### config.mk
export PLATFORM = sky130hd
export DESIGN_NAME = cpu_controller
export DESIGN_NICKNAME = d
export VERILOG_FILES = /design/src/rtl/cpu_pkg.sv /design/src/rtl/cpu_controller.sv
export SDC_FILE = /design/constraint.sdc
export NUM_CORES = 1
export LEC_CHECK = 0
export CAP_MARGIN = 5
export CORE_AREA = 2 2 39 41
export DETAILED_ROUTE_END_ITERATION = 10
export DIE_AREA = 0 0 41 43
export GPL_TIMING_DRIVEN = 0
export REMOVE_ABC_BUFFERS = 1
export SLEW_MARGIN = 10
export SYNTH_ARGS = -nofsm -noshare
export SYNTH_HDL_FRONTEND = slang
export SYNTH_SLANG_ARGS = --single-unit
### constraint.sdc
create_clock -name clk -period 1.75 [get_ports clk]
set_input_delay 0.175 -clock clk [delete_from_list [all_inputs] [get_ports clk]]
set_output_delay 0.175 -clock clk [all_outputs]
set_load 0.02 [all_outputs]
### src/rtl/cpu_pkg.sv
// ----------------------------------------------------------------------------
// cpu_pkg
//   Shared types for the 8-bit accumulator CPU: instruction field widths,
//   the opcode and sequencer-phase enumerations, and the ALU-opcode helper
//   used by both the controller and the ALU.
// ----------------------------------------------------------------------------
package cpu_pkg;

  localparam int unsigned OPC_W = 3;  // opcode field of the instruction word
  localparam int unsigned PH_W  = 3;  // eight sequencer phases

  typedef enum logic [OPC_W-1:0] {
    OP_HLT = 3'd0,
    OP_SKZ = 3'd1,
    OP_ADD = 3'd2,
    OP_AND = 3'd3,
    OP_XOR = 3'd4,
    OP_LDA = 3'd5,
    OP_STO = 3'd6,
    OP_JMP = 3'd7
  } opcode_e;

  typedef enum logic [PH_W-1:0] {
    PH_INST_ADDR  = 3'd0,
    PH_INST_FETCH = 3'd1,
    PH_INST_LOAD  = 3'd2,
    PH_IDLE       = 3'd3,
    PH_OP_ADDR    = 3'd4,
    PH_OP_FETCH   = 3'd5,
    PH_ALU_OP     = 3'd6,
    PH_STORE      = 3'd7
  } phase_e;

  // Opcodes whose result is written back into the accumulator and which
  // therefore need the operand read from memory.
  function automatic logic is_aluop(input opcode_e op);
    return op inside {OP_ADD, OP_AND, OP_XOR, OP_LDA};
  endfunction

endpackage : cpu_pkg

### src/rtl/cpu_controller.sv
// ----------------------------------------------------------------------------
// cpu_controller
//   Eight-phase instruction sequencer. A free-running phase counter walks
//   every instruction through fetch (phases 0-3) and execute (phases 4-7);
//   the strobes below are pure combinational decodes of the phase, the halt
//   flag, the IR opcode and the ALU zero flag, so each strobe is valid in
//   the same cycle as its phase.
//
// Ports
//   clk      in   system clock, rising edge
//   rst      in   synchronous active-high reset
//   opcode   in   IR opcode field
//   zero     in   accumulator-is-zero flag
//   sel      out  memory address mux: 1 = PC, 0 = IR operand address
//   rd       out  memory read enable
//   wr       out  memory write strobe
//   load_ir  out  instruction register load
//   load_pc  out  program counter parallel load from IR address
//   inc_pc   out  program counter increment
//   load_ac  out  accumulator load
//   data_e   out  accumulator drives the data bus
//   halt     out  CPU halted
//   phase    out  current phase (debug)
// ----------------------------------------------------------------------------
module cpu_controller
  import cpu_pkg::*;
(
  input  logic             clk,
  input  logic             rst,
  input  logic [OPC_W-1:0] opcode,
  input  logic             zero,
  output logic             sel,
  output logic             rd,
  output logic             wr,
  output logic             load_ir,
  output logic             load_pc,
  output logic             inc_pc,
  output logic             load_ac,
  output logic             data_e,
  output logic             halt,
  output logic [PH_W-1:0]  phase
);

  phase_e  phase_q, phase_d;
  logic    halted_q, halted_d;
  opcode_e op;
  logic    aluop;

  assign op    = opcode_e'(opcode);
  assign aluop = is_aluop(op);

  // --------------------------------------------------------------------------
  // Next state: the phase advances every cycle and wraps 7 -> 0. A HLT seen
  // in OP_ADDR freezes the counter at OP_ADDR and latches the halt flag;
  // from then on only reset moves the sequencer.
  // --------------------------------------------------------------------------
  always_comb begin
    // NOTE: every combinational output gets a default before any branch, so
    // no path leaves a signal unassigned and no latch is inferred.
    phase_d  = phase_q;
    halted_d = halted_q;
    if (!halted_q) begin
      if (phase_q == PH_OP_ADDR && op == OP_HLT) begin
        halted_d = 1'b1;
      end else begin
        phase_d = phase_e'(phase_q + 3'd1);
      end
    end
  end

  always_ff @(posedge clk) begin
    // NOTE: state registers use non-blocking assignment so every flop samples
    // the pre-edge values regardless of statement order.
    if (rst) begin
      phase_q  <= PH_INST_ADDR;
      halted_q <= 1'b0;
    end else begin
      phase_q  <= phase_d;
      halted_q <= halted_d;
    end
  end

  // --------------------------------------------------------------------------
  // Strobe decode. Phases 0-3 ignore opcode/zero because the IR is still
  // being loaded. Once halted, only halt is asserted.
  // --------------------------------------------------------------------------
  always_comb begin
    sel     = 1'b0;
    rd      = 1'b0;
    wr      = 1'b0;
    load_ir = 1'b0;
    load_pc = 1'b0;
    inc_pc  = 1'b0;
    load_ac = 1'b0;
    data_e  = 1'b0;
    halt    = 1'b0;

    if (halted_q) begin
      halt = 1'b1;
    end else begin
      unique case (phase_q)
        PH_INST_ADDR: begin
          sel = 1'b1;
        end
        PH_INST_FETCH: begin
          sel = 1'b1;
          rd  = 1'b1;
        end
        PH_INST_LOAD, PH_IDLE: begin
          sel     = 1'b1;
          rd      = 1'b1;
          load_ir = 1'b1;
        end
        PH_OP_ADDR: begin
          // The PC steps past the instruction here, unless it is HLT.
          halt   = (op == OP_HLT);
          inc_pc = (op != OP_HLT);
        end
        PH_OP_FETCH: begin
          rd = aluop;
        end
        PH_ALU_OP: begin
          // SKZ skips by issuing a second increment when the ACC is zero.
          rd      = aluop;
          inc_pc  = (op == OP_SKZ) && zero;
          load_pc = (op == OP_JMP);
          data_e  = (op == OP_STO);
        end
        PH_STORE: begin
          // data_e is held across both phases so the bus is stable before
          // and during the write strobe.
          rd      = aluop;
          load_ac = aluop;
          load_pc = (op == OP_JMP);
          wr      = (op == OP_STO);
          data_e  = (op == OP_STO);
        end
      endcase
    end
  end

  assign phase = phase_q;

endmodule : cpu_controller

**Word level (Yosys, flattened, before mapping)**

Index checks and enable logic that the tools add are counted.

- Register bits after elaboration: 4
- Bits of input ports: 6
- Output and inout port bits: 12
- Word-level logic and storage cells: 51

- Add/subtract/negate cells: 1
- Equality and inequality tests: 14
- Multiplexer cells: 20
- Bitwise logic cells: 2
- Reduce and logical (&&, ||, !) cells: 12

Operator list:

| operator | count |
|---|---|
| $eq 3x3->1 const B | 8 |
| $mux 1 | 18 |
| $eq 3x2->1 const B | 4 |
| $eq 3x1->1 const B | 2 |
| $logic_not 3->1 | 2 |
| $reduce_or 3->1 | 2 |
| $pmux 1 s2 | 2 |
| $reduce_bool 4->1 | 1 |
| $reduce_or 2->1 | 2 |
| $reduce_or 4->1 | 1 |
| $add 3x1->3 const B | 1 |
| $reduce_bool 3->1 | 1 |
| $logic_and 1x1->1 | 2 |
| $not 1->1 | 2 |
| $reduce_and 2->1 | 1 |

**Longest topological paths before layout**

Gate-level depths: netlist (run 1).

- Depth in word-level cells: 4
- Mapped depth: 5
- Depth with buffers taken out: 5

**Least setup slack after synthesis (run 1)**

OpenSTA, ideal clock, no wires.

- Path kind: reg-to-output
- Start point: reg phase_q[0], in the netlist phase[0]
- End point: out load_pc
- Arrival: 1.744 ns
- Slack: -0.169 ns
- Cell stages (with the launch flop): 5
- Path through: dfxtp_1 ha_1 ha_1 a21oi_1 nor4b_1

- Cells in the longest elaborated chain, start to end: 4
- Elaborated cells on any way between the ends: 5
- Classes of those cells: eq/ne (2); mux (2); reduce/logical (1)

Ends and longest elaborated chain:

| item | RTL line | RTL |
|---|---|---|
| from (decl) | cpu_controller.sv:44 | `phase_e phase_q, phase_d;` |
| from (signal assigned) | cpu_controller.sv:78 | `phase_q <= phase_d;` |
| $eq 3x3->1 | cpu_controller.sv:101 | `unique case (phase_q)` |
| $reduce_or 2->1 (no line) * | -- |  |
| $mux 1 * | -- |  |
| $mux 1 * | cpu_controller.sv:98 | `if (halted_q) begin` |
| to (decl) | cpu_controller.sv:36 | `output logic load_pc,` |

Mark *: on every way between the ends. The rest lies on a longest branch, timed or not.

**Final worst setup path (run 1)**

- Start point: reg phase_q[0], in the netlist phase[0]
- End point: out sel

- Cells in the longest elaborated chain, start to end: 4
- Elaborated cells on any way between the ends: 7
- Classes of those cells: eq/ne (3); mux (2); reduce/logical (2)

Ends and longest elaborated chain:

| item | RTL line | RTL |
|---|---|---|
| $eq 3x2->1 (tied with other cells) | cpu_controller.sv:101 |  |
| $reduce_or 4->1 (no line) * | -- |  |
| $mux 1 * | cpu_controller.sv:101 |  |
| $mux 1 * | cpu_controller.sv:98 |  |
| to (decl) | cpu_controller.sv:32 | `output logic sel,` |

Marked as above.

==> results of run 1 <==
-- worst register-to-register path: cells and delay by family (launching register included) --
kind          cells  cell delay [ps]
fa+ha+maj         1              190
buf+inv           2              220
flops             1              360
simple gates      3              680
-- cell usage in the layout, fill, tap and decap left out, types with 3 or more instances in the layout --
cell / netlist / layout
a21oi_1: 4 / 3
a31oi_1: 3 / 3
buf_2: 0 / 3
buf_4: 0 / 3
clkbuf_4: 0 / 3
clkdlybuf4s50_1: 0 / 6
dfxtp_4: 0 / 3
dlygate4sd2_1: 0 / 3
ha_2: 0 / 3
inv_1: 4 / 4
nor2_1: 6 / 6
-- layout make-up --
| class | instances | area [um2] |
|---|---|---|
| timing repair buffer | 19 | 159 |
| clock buffer | 3 | 22.5 |
| fill | 171 | 732 |
| tap | 16 | 20.0 |
| sequential | 4 | 92.6 |
| multi-input combinational | 43 | 343 |
| inverter | 4 | 15.0 |
-- worst max-delay path by stage --
stage / slack [ps] / endpoint / depth (start not counted) / from
CTS: -40 / sel / 6 / phase[0]
global route: -50 / sel / 6 / phase[0]
global placement: -420 / rd / 5 / opcode[2]
floorplan: -180 / load_pc / 4 / phase[0]
detailed placement: -420 / rd / 5 / opcode[2]
finish: 8 / sel / 6 / phase[0]
-- repair_timing --
action                     4_1_cts  5_1_grt
cloned                           0        0
resized for setup               32       14
buffers inserted                 1        1
setup endpoints to repair        9        7
-- power by group --
part	internal, mW	total [mW]	switching, mW
Combinational	0.381	0.771	0.390
Clock	0.0768	0.115	0.0386
Sequential	0.152	0.222	0.0707
-- sequential cells by signal, summed over array words and instances (netlist names) --
| register | count |
|---|---|
| phase | 3 |
| halted_q | 1 |
-- stage by stage --
stage	setup TNS, ps	hold WS, ps
2_1_floorplan	-309	244
4_1_cts	-39.8	550
5_1_grt	-74.8	588
3_5_place_dp	-2050	579
6_report	0	553
3_3_place_gp	-2020	583
-- per-layer routing --
layer	GRT usage (%)	vias up	part of all wire (%)	wire, um
met5	0	-	0	0
met4	8.00	0	0	0
met3	2.09	0	6.6	70
met2	19.1	15	48	510
met1	16.7	219	46	487
li1	-	240	-	-
-- logic make-up (layout without fill, tap and decap cells) --
family,after synthesis,after routing
compound gates,12,12
simple gates,24,24
fa+ha+maj,6,6
xor+xnor,1,1
buf+inv,6,26
flops,4,4
==> metrics.txt, run 1 <==
Clk pin slew, worst setup/hold paths 40 ps; synth cell count leaders 6 x ha_1, 6 x nor2_1, 4 x a21oi_1, 4 x dfxtp_1, 4 x inv_1; HP Start phase[1]; CTS Buffer Depth 2; Final period util 99.6%; DR iter-0 viols 1; R2R Path End phase[1]; FP Rows 14; ANT cells 0; largest net degree at the start of global routing 16; main area contributors after synthesis dfxtp_1 19%, ha_1 18%, nor4b_4 5.7%; root buffer cell clkbuf_4; largest family of logic cells by synthesized area simple AND/OR/NAND/NOR gates; Via-to-Cell Ratio about 5.3; Die Area 1760 um2; Power Total 1.11 mW; IO Pins 18; average size of a mapped cell 7.86 um2; fmax 574 MHz; Clock Skews 0.747 ps; synthesis-stage register bit count 4; origin of the critical flop-to-flop path phase[0]; Rel. slew slack 80.3%; clk_lat worst skew around 230 ps; DRC Markers 0; synthesis-to-finish area growth 56.5%; element type at the critical path end primary output; routed length per placed instance roughly 12 um; Detailed Route WL 1070 um; CTS tree done; Pleak 0.291 nW; via count 474; final setup fails 0; max-cap violations 0; top cell type's share of synthesized area 19.2%; CTS Buf Count 3; total grt overflow 0; vias in the first global route 386; Hold Path Sink phase[1]; count of pins over their slew limit 0; Post-Place Cells 84; Core Util, Final 47.1%; WP data required 1570 ps; Yosys warning total 0; complex-gate fraction of the synthesized area 18.3%; TritonRoute pass-1 iters 2; Initial Util a little under a third; cts hold-fix bufs 0; Core Region around 1400 um2; non-filler instance count after layout about 90; simple-gate share of the synthesized area 36.9%; biggest cell delay along the critical path 380 ps; CTS sink cnt 4; hold path cells 2; Post-synth EDFFs 0; status completed; WP buf/inv 2; CTS HTree Levels 1; Synth Area in XOR/XNOR 2.10%; CP Launch Type flip-flop; Post-DRT Antenna Nets 0; PD cells 1700 nW/um2; ys async rst share 0%; flop2flop setup slack 230 ps; die height 43 um; fraction of layout cells with a size suffix above 1 31.5%; slew at the pin closest to its max-slew limit between 200 and 300 ps; Final Critical Period 1740 ps; Post-synth top flop dfxtp_1; r2r worst-path depth 6; crit path max fanout 5; dominant cell type by area after synthesis dfxtp_1; hold crit path type flip-flop to flip-flop; crit path cell chain inv_1 -> ha_2 -> or3_4 -> a21oi_2 -> nor2_1 -> buf_4; CP arrival 1570 ps; Nets 87; mux share of post-synthesis cell area 0%; post-synthesis cell area 417 um2; Gate Count Post-Synth 53; Final WS setup around 7.5 ps; delay-heaviest family, CP simple AND/OR/NAND/NOR gates; Final Hold Fails 0; hpwl dp about 750 um; Buffers on Ports 17; sequential area share after synthesis 19.2%; gpl congestion 0.610; final instance area 652 um2; WS Path Type flip-flop to primary output; die width just over 40 um; Overall Global Routing Usage roughly an eighth; Place WS -415 ps; first-pass GRT wire length about 1600 um; synth unique cells 26; Post-Synth Adder-Cell Area 18.0%; RSZ-0062 raised after global routing true; placed inst area 599 um2; maximum vdd drop 0.00106 V; initial antenna violation count 0; highest-delay cell along the critical path or3_4
(Power assumes the default switching activity.)
==> run 2: changes to the inputs <==
Clock period 1.75 ns to 1.8 ns, I/O delays scaled along.
==> run 2 against run 1 <==
  * Via count shrank 0.63%
  * Count of clock-buffer cells in the layout is the same
  * Register-to-register slack gained 60 ps
  * Hold slack lost 1.2 ps
  * Critical path depth is the same
  * Core utilization shrank 1.2 points
  * First-iteration DRC count is the same
  * Clock skew is the same
  * Cell area shrank 2.5%
  * Combinational power shrank 9.6%
  * Global-route usage shrank 0.10 points
  * Non-clock buffer count is the same
  * Largest cell class unchanged
  * Highest routed layer unchanged
==> metrics.txt, run 2 (same netlist as run 1, synthesis figures left out) <==
status completed; Pleak roughly 0.29 nW; CTS Buffer Depth 2; Final Critical Period ~1700 ps; total grt overflow 0; Initial Util 30.1%; die width 41 um; TritonRoute pass-1 iters 2; Place WS -375 ps; Final WS setup approximately 52 ps; CP arrival 1570 ps; CTS HTree Levels 1; Final Hold Fails 0; gpl congestion a little over 0.6; maximum vdd drop 0.00102 V; slew at the pin closest to its max-slew limit 291 ps; hpwl dp 752 um; clk_lat worst skew roughly 230 ps; ANT cells 0; Buffers on Ports 17; root buffer cell clkbuf_4; Clk pin slew, worst setup/hold paths 40 ps; CTS sink cnt 4; Core Region 1380 um2; fraction of layout cells with a size suffix above 1 27.4%; cts hold-fix bufs 0; WS Path Type flip-flop to primary output; die height between 40 and 50 um; crit path max fanout 5; synthesis-to-finish area growth 52.6%; number of flip-flops in the largest register 3; max-cap violations 0; Clock Skews 0.747 ps; Power Total about 1.0 mW; Post-DRT Antenna Nets 0; initial antenna violation count 0; fmax 572 MHz; hold path cells 2; Overall Global Routing Usage 12.8%; r2r worst-path depth 6; first-pass GRT wire length 1570 um; Post-Place Cells 84; fillcell total 171; DRC Markers 0; via count 471; vias in the first global route about 380; PD cells around 1600 nW/um2; Die Area between 1500 and 2000 um2; hold crit path type flip-flop to flip-flop; routed length per placed instance around 12 um; WP data required 1620 ps; count of pins over their slew limit 0; FP Rows 14; IO Pins 18; RSZ-0062 raised after global routing true; element type at the critical path end primary output; largest net degree at the start of global routing 16; DR iter-0 viols 1; Nets 87; CP Launch Type flip-flop; Final period util 97.1%; commonest non-fill, non-tap cells in the layout 6 x nor2_1, 6 x clkdlybuf4s50_1, 4 x inv_1, 4 x dlygate4sd2_1, 4 x buf_2; Rel. slew slack 80.3%; Via-to-Cell Ratio 5.29; CTS Buf Count 3; non-filler instance count after layout 89; final setup fails 0; CTS tree done; Detailed Route WL 1060 um
## run 2: cell count changes in the layout (fill, tap and decap cells not counted), sizes merged
cell         delta
clkbuf          -1
dlygate4sd2     +1
## run 2: cell type report
class | instances | area, um2 | area share [%]
clock buffer | 3 | 22.5 | 3.54
inverter | 4 | 15.0 | 2.36
multi-input combinational | 43 | 325 | 51.2
sequential | 4 | 92.6 | 14.6
tap | 16 | 20.0 | 3.15
timing repair buffer | 19 | 160 | 25.2
## run 2: metrics by stage
stage	instance area (um2)	hold slack (ps)	setup TNS, ps	utilization (%)
finish	636	552	0	45.9
global route	636	585	-61.1	45.9
CTS	622	550	0	44.9
detailed placement	599	579	-1670	43.3
global placement	599	583	-1640	43.3
floorplan	409	249	-177	-
## run 2: worst paths after layout
kind	start	endpoint	slack, ps
setup reg to reg	phase[0]	phase[1]	290
setup / recovery	phase[0]	sel	50
hold reg to reg	phase[1]	phase[1]	550
hold / removal	phase[1]	phase[1]	550
## run 2: critical path, cell delays in order, from the launching register on
cell and delay (ps):
dfxtp_4 360, inv_1 60, ha_2 190, or3_1 390
a21oi_2 140, nor2_1 40, buf_2 160
## run 2: power breakdown
part | switching [mW] | internal, mW | total, mW
sequential | 0.0675 | 0.148 | 0.215
clock | 0.0376 | 0.0747 | 0.112
combinational | 0.368 | 0.329 | 0.697
## run 2: what timing repair did
action,4_1_cts,5_1_grt
setup endpoints to repair,9,6
buffers inserted,1,1
resized for setup,30,9
## run 2: per-layer routing
metal	vias to the layer above	GRT usage, %	routed length [um]
met5	-	0	0
met1	216	16.7	480
met4	0	8.00	0
met2	15	19.1	508
li1	240	-	-
met3	0	1.57	69
